$ cat config.mk
export PLATFORM = sky130hd
export DESIGN_NAME = rf_spill_fill_ctrl_flat
export DESIGN_NICKNAME = d
export VERILOG_FILES = /design/src/rtl/rf_spill_fill_ctrl_if.sv /design/src/rtl/rf_spill_fill_ctrl.sv /design/src/flat_wrapper.sv
export SDC_FILE = /design/constraint.sdc
export NUM_CORES = 1
export LEC_CHECK = 0
export BUFFER_PORTS_ARGS = -buffer_cell sky130_fd_sc_hd__buf_2
export CAP_MARGIN = 10
export CORE_AREA = 5 5 114 116
export DETAILED_ROUTE_END_ITERATION = 12
export DIE_AREA = 0 0 119 121
export PLACE_DENSITY = 0.83
export SLEW_MARGIN = 10
export SYNTH_ARGS = -nofsm -noshare
export SYNTH_HDL_FRONTEND = slang
export SYNTH_SLANG_ARGS = --single-unit
$ cat constraint.sdc
create_clock -name CLK -period 4.4 [get_ports CLK]
set_input_delay 0 -clock CLK [delete_from_list [all_inputs] [get_ports CLK]]
set_output_delay 0 -clock CLK [all_outputs]
set_load 0.01 [all_outputs]
$ cat src/rtl/rf_spill_fill_ctrl_if.sv
`default_nettype none
// ============================================================================
// Module   : rf_spill_fill_ctrl_if
// Purpose  : Register-file and memory handshake bundle for the spill/fill
//            controller.
// Revision : 1.0
// ============================================================================
interface rf_spill_fill_ctrl_if #(
    parameter int NBITS = 64,
    parameter int AW    = 16
);
    logic             SPILL;
    logic             FILL;
    logic [NBITS-1:0] RF_DOUT;
    logic             RF_DOUT_READY;
    logic [NBITS-1:0] RF_DIN;
    logic             RF_DIN_VALID;
    logic             MEM_REQ;
    logic             MEM_WE;
    logic [AW-1:0]    MEM_ADDR;
    logic [NBITS-1:0] MEM_WDATA;
    logic             MEM_ACK;
    logic [NBITS-1:0] MEM_RDATA;
    logic             STALL;
    logic [AW-1:0]    SP;
    logic             OVERFLOW;
    logic             UNDERFLOW;

    // Controller side
    modport master (
        input  SPILL, FILL, RF_DOUT, MEM_ACK, MEM_RDATA,
        output RF_DOUT_READY, RF_DIN, RF_DIN_VALID, MEM_REQ, MEM_WE,
               MEM_ADDR, MEM_WDATA, STALL, SP, OVERFLOW, UNDERFLOW
    );

    // Register file / memory side
    modport slave (
        output SPILL, FILL, RF_DOUT, MEM_ACK, MEM_RDATA,
        input  RF_DOUT_READY, RF_DIN, RF_DIN_VALID, MEM_REQ, MEM_WE,
               MEM_ADDR, MEM_WDATA, STALL, SP, OVERFLOW, UNDERFLOW
    );
endinterface
`default_nettype wire

$ cat src/rtl/rf_spill_fill_ctrl.sv
`default_nettype none
// ============================================================================
// Module   : rf_spill_fill_ctrl
// Purpose  : Moves 2*N-word register windows between the register file and
//            a memory-resident spill stack.
// Revision : 1.0
// ============================================================================
module rf_spill_fill_ctrl #(
    parameter int NBITS       = 64,
    parameter int N           = 3,
    parameter int AW          = 16,
    parameter int STACK_DEPTH = 12
) (
    input  logic                    CLK,
    input  logic                    RESET,
    rf_spill_fill_ctrl_if.master    bus
);

    localparam int W  = 2 * N;
    localparam int KW = (W > 1) ? $clog2(W) : 1;

    localparam logic [AW:0]   W_EXT     = (AW + 1)'(W);
    localparam logic [AW:0]   DEPTH_EXT = (AW + 1)'(STACK_DEPTH);
    localparam logic [AW-1:0] W_AW      = AW'(W);
    localparam logic [KW-1:0] K_LAST    = KW'(W - 1);

    typedef enum logic [1:0] {
        IDLE       = 2'd0,
        SPILL_XFER = 2'd1,
        FILL_XFER  = 2'd2,
        DONE       = 2'd3
    } state_t;

    state_t           state;
    state_t           state_nxt;
    logic [KW-1:0]    k;
    logic [AW-1:0]    sp;
    logic [NBITS-1:0] rf_din;
    logic             rf_din_valid;
    logic             overflow;
    logic             underflow;

    logic             spill_ok;
    logic             fill_ok;
    logic             last_word;
    logic             mem_req;
    logic             mem_we;
    logic [AW-1:0]    mem_addr;
    logic [NBITS-1:0] mem_wdata;
    logic             rf_dout_ready;

    // Compare one bit wider than SP so SP+W cannot wrap.
    assign spill_ok  = ({1'b0, sp} + W_EXT) <= DEPTH_EXT;
    assign fill_ok   = {1'b0, sp} >= W_EXT;
    assign last_word = (k == K_LAST);

    always_ff @(posedge CLK or posedge RESET) begin
        if (RESET) begin
            state <= IDLE;
        end else begin
            state <= state_nxt;
        end
    end

    // Bus outputs are decoded from state, so reset clears them at once.
    always_comb begin
        state_nxt     = state;
        mem_req       = 1'b0;
        mem_we        = 1'b0;
        mem_addr      = '0;
        mem_wdata     = '0;
        rf_dout_ready = 1'b0;
        case (state)
            IDLE: begin
                if (bus.SPILL) begin
                    if (spill_ok) begin
                        state_nxt = SPILL_XFER;
                    end
                end else if (bus.FILL && fill_ok) begin
                    state_nxt = FILL_XFER;
                end
            end
            SPILL_XFER: begin
                mem_req       = 1'b1;
                mem_we        = 1'b1;
                mem_addr      = sp + AW'(k);
                mem_wdata     = bus.RF_DOUT;
                rf_dout_ready = bus.MEM_ACK;
                if (bus.MEM_ACK && last_word) begin
                    state_nxt = DONE;
                end
            end
            FILL_XFER: begin
                mem_req  = 1'b1;
                mem_addr = sp - W_AW + AW'(k);
                if (bus.MEM_ACK && last_word) begin
                    state_nxt = DONE;
                end
            end
            DONE: begin
                state_nxt = IDLE;
            end
            default: begin
                state_nxt = IDLE;
            end
        endcase
    end

    always_ff @(posedge CLK or posedge RESET) begin
        if (RESET) begin
            k            <= '0;
            sp           <= '0;
            rf_din       <= '0;
            rf_din_valid <= 1'b0;
            overflow     <= 1'b0;
            underflow    <= 1'b0;
        end else begin
            rf_din_valid <= 1'b0;
            case (state)
                IDLE: begin
                    k <= '0;
                    // SPILL has priority; a concurrent FILL is dropped.
                    if (bus.SPILL) begin
                        if (!spill_ok) begin
                            overflow <= 1'b1;
                        end
                    end else if (bus.FILL && !fill_ok) begin
                        underflow <= 1'b1;
                    end
                end
                SPILL_XFER: begin
                    if (bus.MEM_ACK) begin
                        k <= k + KW'(1);
                        if (last_word) begin
                            sp <= sp + W_AW;
                        end
                    end
                end
                FILL_XFER: begin
                    if (bus.MEM_ACK) begin
                        rf_din       <= bus.MEM_RDATA;
                        rf_din_valid <= 1'b1;
                        k            <= k + KW'(1);
                        if (last_word) begin
                            sp <= sp - W_AW;
                        end
                    end
                end
                default: begin
                    k <= '0;
                end
            endcase
        end
    end

    assign bus.MEM_REQ       = mem_req;
    assign bus.MEM_WE        = mem_we;
    assign bus.MEM_ADDR      = mem_addr;
    assign bus.MEM_WDATA     = mem_wdata;
    assign bus.RF_DOUT_READY = rf_dout_ready;
    assign bus.RF_DIN        = rf_din;
    assign bus.RF_DIN_VALID  = rf_din_valid;
    assign bus.STALL         = (state != IDLE);
    assign bus.SP            = sp;
    assign bus.OVERFLOW      = overflow;
    assign bus.UNDERFLOW     = underflow;

endmodule
`default_nettype wire

$ cat src/flat_wrapper.sv
// flat-port wrapper written by rule: the top's interface ports become plain ports
module rf_spill_fill_ctrl_flat 
#(
    parameter int NBITS       = 64,
    parameter int N           = 3,
    parameter int AW          = 16,
    parameter int STACK_DEPTH = 12
)
  (CLK, RESET, bus_SPILL, bus_FILL, bus_RF_DOUT, bus_MEM_ACK, bus_MEM_RDATA, bus_RF_DOUT_READY, bus_RF_DIN, bus_RF_DIN_VALID, bus_MEM_REQ, bus_MEM_WE, bus_MEM_ADDR, bus_MEM_WDATA, bus_STALL, bus_SP, bus_OVERFLOW, bus_UNDERFLOW);
  rf_spill_fill_ctrl_if #(.NBITS(NBITS), .AW(AW)) bus_i ();
  input  logic CLK;
  input  logic RESET;
  input wire logic [$bits(bus_i.SPILL)-1:0] bus_SPILL;
  input wire logic [$bits(bus_i.FILL)-1:0] bus_FILL;
  input wire logic [$bits(bus_i.RF_DOUT)-1:0] bus_RF_DOUT;
  input wire logic [$bits(bus_i.MEM_ACK)-1:0] bus_MEM_ACK;
  input wire logic [$bits(bus_i.MEM_RDATA)-1:0] bus_MEM_RDATA;
  output wire logic [$bits(bus_i.RF_DOUT_READY)-1:0] bus_RF_DOUT_READY;
  output wire logic [$bits(bus_i.RF_DIN)-1:0] bus_RF_DIN;
  output wire logic [$bits(bus_i.RF_DIN_VALID)-1:0] bus_RF_DIN_VALID;
  output wire logic [$bits(bus_i.MEM_REQ)-1:0] bus_MEM_REQ;
  output wire logic [$bits(bus_i.MEM_WE)-1:0] bus_MEM_WE;
  output wire logic [$bits(bus_i.MEM_ADDR)-1:0] bus_MEM_ADDR;
  output wire logic [$bits(bus_i.MEM_WDATA)-1:0] bus_MEM_WDATA;
  output wire logic [$bits(bus_i.STALL)-1:0] bus_STALL;
  output wire logic [$bits(bus_i.SP)-1:0] bus_SP;
  output wire logic [$bits(bus_i.OVERFLOW)-1:0] bus_OVERFLOW;
  output wire logic [$bits(bus_i.UNDERFLOW)-1:0] bus_UNDERFLOW;
  assign bus_i.SPILL = bus_SPILL;
  assign bus_i.FILL = bus_FILL;
  assign bus_i.RF_DOUT = bus_RF_DOUT;
  assign bus_i.MEM_ACK = bus_MEM_ACK;
  assign bus_i.MEM_RDATA = bus_MEM_RDATA;
  assign bus_RF_DOUT_READY = bus_i.RF_DOUT_READY;
  assign bus_RF_DIN = bus_i.RF_DIN;
  assign bus_RF_DIN_VALID = bus_i.RF_DIN_VALID;
  assign bus_MEM_REQ = bus_i.MEM_REQ;
  assign bus_MEM_WE = bus_i.MEM_WE;
  assign bus_MEM_ADDR = bus_i.MEM_ADDR;
  assign bus_MEM_WDATA = bus_i.MEM_WDATA;
  assign bus_STALL = bus_i.STALL;
  assign bus_SP = bus_i.SP;
  assign bus_OVERFLOW = bus_i.OVERFLOW;
  assign bus_UNDERFLOW = bus_i.UNDERFLOW;
  rf_spill_fill_ctrl #(.NBITS(NBITS), .N(N), .AW(AW), .STACK_DEPTH(STACK_DEPTH)) u_core (.CLK(CLK), .RESET(RESET), .bus(bus_i));
endmodule
* Yosys cells after proc, flatten, opt, wreduce, memory -nomap -nowiden
Index checks and enable logic that the tools add are counted.
** Storage, ports and cells
- Bits in latches :: 0
- Memories :: 0
- ROM bits :: 0
- Bits in writable memories :: 0
- Logic and storage cells :: 61
- Bits of input ports :: 133
- Bits in registers :: 88
** Operators by class
- Reductions and logical operators :: 13
- Shifts and indexed selects :: 0
- $add $sub $neg :: 6
- Bitwise gates (word level) :: 2
- $lt $le $gt $ge :: 2
- Mux-type cells :: 19
- Div/mod/pow operators :: 0
- Equality and inequality tests :: 12
- $mul :: 0
** Operator list (number)
- 2-to-1 mux 16 bit :: 4
- 2-to-1 mux 64 bit :: 1
- one-hot mux 16 bit (2 select lines) :: 2
- adder 16 x 3 -> 16 bit :: 2
- adder 16 x 3 -> 17 bit, second input constant :: 1
- less-or-equal comparator 17 x 4 -> 1 bit, second input constant :: 1
- adder 16 x 3 -> 16 bit, second input constant :: 1
- greater-or-equal comparator 16 x 3 -> 1 bit, second input constant :: 1
- subtractor 16 x 3 -> 16 bit, second input constant :: 1
- AND reduction 3 bit :: 3
- 2-to-1 mux 2 bit :: 4
- != test 2 x 1 -> 1 bit, second input constant :: 4
- 2-to-1 mux 3 bit :: 2
- != test 3 x 2 -> 1 bit, second input constant :: 2
- one-hot mux 2 bit (3 select lines) :: 1
- 2-to-1 mux 1 bit :: 5
- AND reduction 5 bit :: 1
- == test 2 bit, second input constant :: 2
- != test 2 bit, second input constant :: 2
- nonzero test 2 bit :: 2
- adder 3 x 1 -> 3 bit, second input constant :: 1
- == test 3 bit, second input constant :: 1
- logical AND 1 bit :: 3
- == test 2 x 1 -> 1 bit, second input constant :: 1
- other kinds (5) :: 6

* Longest topological paths before layout
- Depth in word-level cells :: 5
- Mapped depth :: 12
- Depth with buffers taken out :: 11

* Least setup slack after synthesis
No wires, ideal clock.
- Path type :: reg2out
- Start point :: reg u_core.state[0]
- End point :: out bus_MEM_ADDR[15]
- Buffers on the path :: 1
- Path slack :: 1290 ps
- Data arrival time :: 3110 ps
- Stages on the path, launching flop included :: 13
- Cells stage by stage :: dfrtp_1 > inv_1 > ha_1 > clkbuf_1 > inv_1 > ha_1 > ha_1 > inv_1 > fa_1 > a211oi_1 > o2111ai_1 > or3_1 > a21oi_1
** On the way
- Word-level cells in the longest chain between the ends :: 2
- Elaborated cells on any way between the ends :: 3
- Those cells by class :: eq/ne: 2; mux: 1
** Ends and longest elaborated chain
- start, declared :: RTL line rf_spill_fill_ctrl.sv:34 : state_t state;
- start signal, assigned :: RTL line rf_spill_fill_ctrl.sv:61 : state <= state_nxt;
- == test 2 bit / == test 2 x 1 -> 1 bit (equally long branches) :: RTL line rf_spill_fill_ctrl.sv:73 : case (state)
- one-hot mux 16 bit (2 select lines) (*) :: RTL line rf_spill_fill_ctrl.sv:73
- end, declared :: RTL line flat_wrapper.sv:23 : output wire logic [$bits(bus_i.MEM_ADDR)-1:0] bus_MEM_ADDR;
Mark *: on every way between the ends. The rest lies on a longest branch, timed or not.

* Final worst setup path
Ends and elaborated chain as after synthesis.

==> flow_summary.ini <==
[run_status]
outcome = complete, no violations

[worst_setup_path]
path_cells = inv_1 -> ha_1 -> inv_1 -> ha_1 -> ha_1 -> inv_1 -> fa_1 -> a211oi_1 -> o2111ai_1 -> or3_1 -> a21oi_1 -> buf_2
cp.buffers_inverters = 4
timing.rr.end = u_core.state[1]$_DFFE_PP0P_
crit_arrival_ns = 3.74
path_max_fanout = 16
rrSetupSlack_ns = 1.59
critPathLaunch = u_core.state[0]$_DFFE_PP0P_
worstPathRequired_ns = 4.40
crit_type = register to output port
r2r_start = u_core.bus.SP[1]$_DFFE_PP0P_
endpoint_kind = output port
startpoint_type = register
worst-path-stages = 12
max_stage_delay_ns = 0.48
critPathTopFamily = adder cells
endpoint = bus_MEM_ADDR[15]
cpMaxStageDelayCell = ha_1
r2r_cells = 8

[sta]
max_freq_ghz = 0.267
fin_worst_skew_ns = 0.0129
period_needed_ns = 3.74
max_slew_margin_pct = 49.0
tns_ns = 0
maxSlewViolCount = 0
fin_crit_sh_pct = 85.1
rsz0062_at_grt = no
worst_pin_slew_ns = 0.766
hold_viol = 0
setup_viol = 0

[placed_design]
portBuffers = 298
postPlaceCellArea_mm2 = 0.00668
placed_cells = 921
place_congestion = 0.926
dp_hpwl_um = 13000

[clock_tree]
clock_latency_ns = 0.34
cts_buffer_depth = 2
cts_made_buffers = 9
cts.sink_count = 87
cts_setup_buffers = 0
path_clk_slew_ns = 0.06
cts_tree = yes
cts-htree-levels = 3
cts_root_buf = clkbuf_16

[flow_run]
cap_violations = 0

[synth]
syn_inst = 506
yosys_warnings = 0
synth_area_mm2 = 0.00519
synth.net_count = 652
synth_edf_count = 0
avgSynthCellArea_um2 = 10.3
yosysUniqueCellTypes = 59
synth_seq_area_share_pct = 41.9
synth-seq-cells = 87
synthArstFlopShare_pct = 100
ys.flop_type = dfrtp_1

[min_path]
min_path_type = input port to asynchronous set/reset pin

[final_layout]
multiInputGateArea_mm2 = 0.00275
fin_nets = 999
postLayoutCellArea_mm2 = 0.00767
fill_cells = 943
seqCellArea_mm2 = 0.00218
stdcell_count = 1007
drive_gt1_share_pct = 46.4
syn_to_final_growth_pct = 47.7
layout_common_cells = 298 x buf_2, 87 x dfrtp_1, 70 x and2_1, 68 x dlygate4sd3_1, 67 x mux2_2
final_common_cell = buf_2
fin_util_pct = 64.9

[grt]
antenna_found_initial = 4
grt-ovfl-total = 0
grt_use_total_pct = 24.9
grt_pass1_vias = 5347
grt_max_degree = 67
grt_pass1_wl_um = 28600

[routing]
first_pass_iters = 5
vias = 5179
wl_um = 18400
drtIter0Drc = 319
final_antenna_net_count = 0
avgRoutedWirePerCell_um = 18.3
drc_errors = 0
routed_via_density = 5.14

[power_and_ir_drop]
p_leak_nw = 3.91
power.density_mw_per_mm2 = 591
ir_worst_vdd_v = 0.000385

[floorplanning]
die_w_um = 119
dieArea_mm2 = 0.0144
fp.dieH_um = 121
io_pins = 300
rows = 40
core-area_mm2 = 0.0118
initial_utilization_pct = 44.0
sequential cells by signal (all words and copies together), names as in the netlist:
register / count
u_core.bus.UNDERFLOW: 1
u_core.bus.OVERFLOW: 1
u_core.state: 2
u_core.bus.RF_DIN_VALID: 1
u_core.bus.SP: 15
u_core.k: 3
u_core.bus.RF_DIN: 64
power by group:
part / leakage [nW] / internal [mW] / switching [mW] / total (mW)
clock network: 0.149 / 0.449 / 0.327 / 0.777
logic: 2.70 / 1.11 / 1.29 / 2.40
registers: 1.06 / 1.15 / 0.217 / 1.36
Yosys cell counts (all sizes together), types with 2 or more instances:
| cell | number | area, µm² |
|---|---|---|
| a21oi | 11 | 55.1 |
| nand4 | 5 | 31.3 |
| and2 | 71 | 444 |
| or4 | 7 | 61.3 |
| nor2 | 27 | 101 |
| mux2 | 67 | 754 |
| nor3 | 15 | 75.1 |
| nor3b | 4 | 30.0 |
| or2 | 3 | 18.8 |
| xor2 | 13 | 114 |
| xnor2 | 23 | 201 |
| buf | 7 | 46.3 |
| inv | 15 | 56.3 |
| nand3 | 6 | 30.0 |
| o21ai | 24 | 120 |
| a211oi | 6 | 45.0 |
| nand2b | 5 | 31.3 |
| o311ai | 2 | 17.5 |
| nor4 | 5 | 31.3 |
| o22ai | 4 | 25.0 |
| or3 | 12 | 82.6 |
| o31ai | 3 | 22.5 |
| dfrtp | 87 | 2180 |
| or4b | 2 | 20.0 |
| and3 | 6 | 38.8 |
| clkbuf | 25 | 134 |
| mux2i | 2 | 20.0 |
| nor2b | 2 | 12.5 |
| ha | 12 | 150 |
| nand2 | 18 | 67.6 |
kinds of logic after synthesis:
| family | Yosys count | synth area share [%] |
|---|---|---|
| buffers and inverters | 48 | 5.18 |
| muxes | 69 | 14.9 |
| adders and majority gates | 13 | 3.28 |
| AOI/OAI and AO/OA | 62 | 7.47 |
| DFF | 87 | 41.9 |
| xor gates and xnor gates | 36 | 6.07 |
| and+or+nand+nor | 190 | 21.1 |
| other | 1 | 0.0722 |
layer usage:
metal,global-route usage [%],part of all wire (%)
met2,41.9,50
met3,9.42,9.9
met5,0,0.19
met4,9.92,3.1
met1,28.7,37
stage by stage:
| stage | power, mW | setup slack (ns) | hold WS, ns |
|---|---|---|---|
| finish | 4.54 | 0.656 | 0.276 |
| global route | 4.84 | 0.451 | 0.300 |
| CTS | 4.52 | 0.655 | 0.273 |
| detailed placement | 3.68 | 1.02 | 0.0912 |
| global placement | 3.61 | 1.13 | 0.0837 |
| floorplan | 2.80 | 1.29 | 0.0946 |
worst register-to-register path, delay by kind of cell (launching register included):
| kind | cells | cell delay (ns) |
|---|---|---|
| buffers and inverters | 1 | 0.13 |
| adders and majority gates | 1 | 0.31 |
| AOI/OAI and AO/OA | 1 | 0.21 |
| muxes | 2 | 0.61 |
| DFF | 1 | 0.41 |
| and+or+nand+nor | 3 | 1.04 |
layout make-up:
| class | count | area share [%] |
|---|---|---|
| multi-input cells | 371 | 35.8 |
| clock inverters | 6 | 0.995 |
| well taps | 147 | 2.40 |
| flip-flops and latches | 87 | 28.4 |
| inverters | 15 | 0.750 |
| diodes | 2 | 0.0653 |
| repair buffers | 369 | 28.6 |
| clock buffers | 10 | 2.99 |
worst min-delay path by stage:
| stage | slack (ns) | end | startpoint | cells after the start |
|---|---|---|---|---|
| after floorplan | 0.09 | u_core.k[1]$_DFFE_PP0P_ | bus_MEM_ACK | 1 |
| after global placement | 0.08 | u_core.bus.RF_DIN[13]$_DFFE_PP0P_ | RESET | 2 |
| after detailed placement | 0.09 | u_core.bus.RF_DIN[13]$_DFFE_PP0P_ | RESET | 2 |
| after CTS | 0.27 | u_core.bus.RF_DIN[25]$_DFFE_PP0P_ | RESET | 3 |
| after global routing | 0.30 | bus_MEM_WDATA[54] | bus_RF_DOUT[54] | 3 |
| final | 0.28 | u_core.bus.RF_DIN[13]$_DFFE_PP0P_ | RESET | 3 |
repair_timing:
item | CTS | global route
resized for setup | 0 | 0
endpoints found under the hold margin | 101 | 0
hold buffers | 68 | 0
Note: power is estimated with default switching activity, not from simulation.
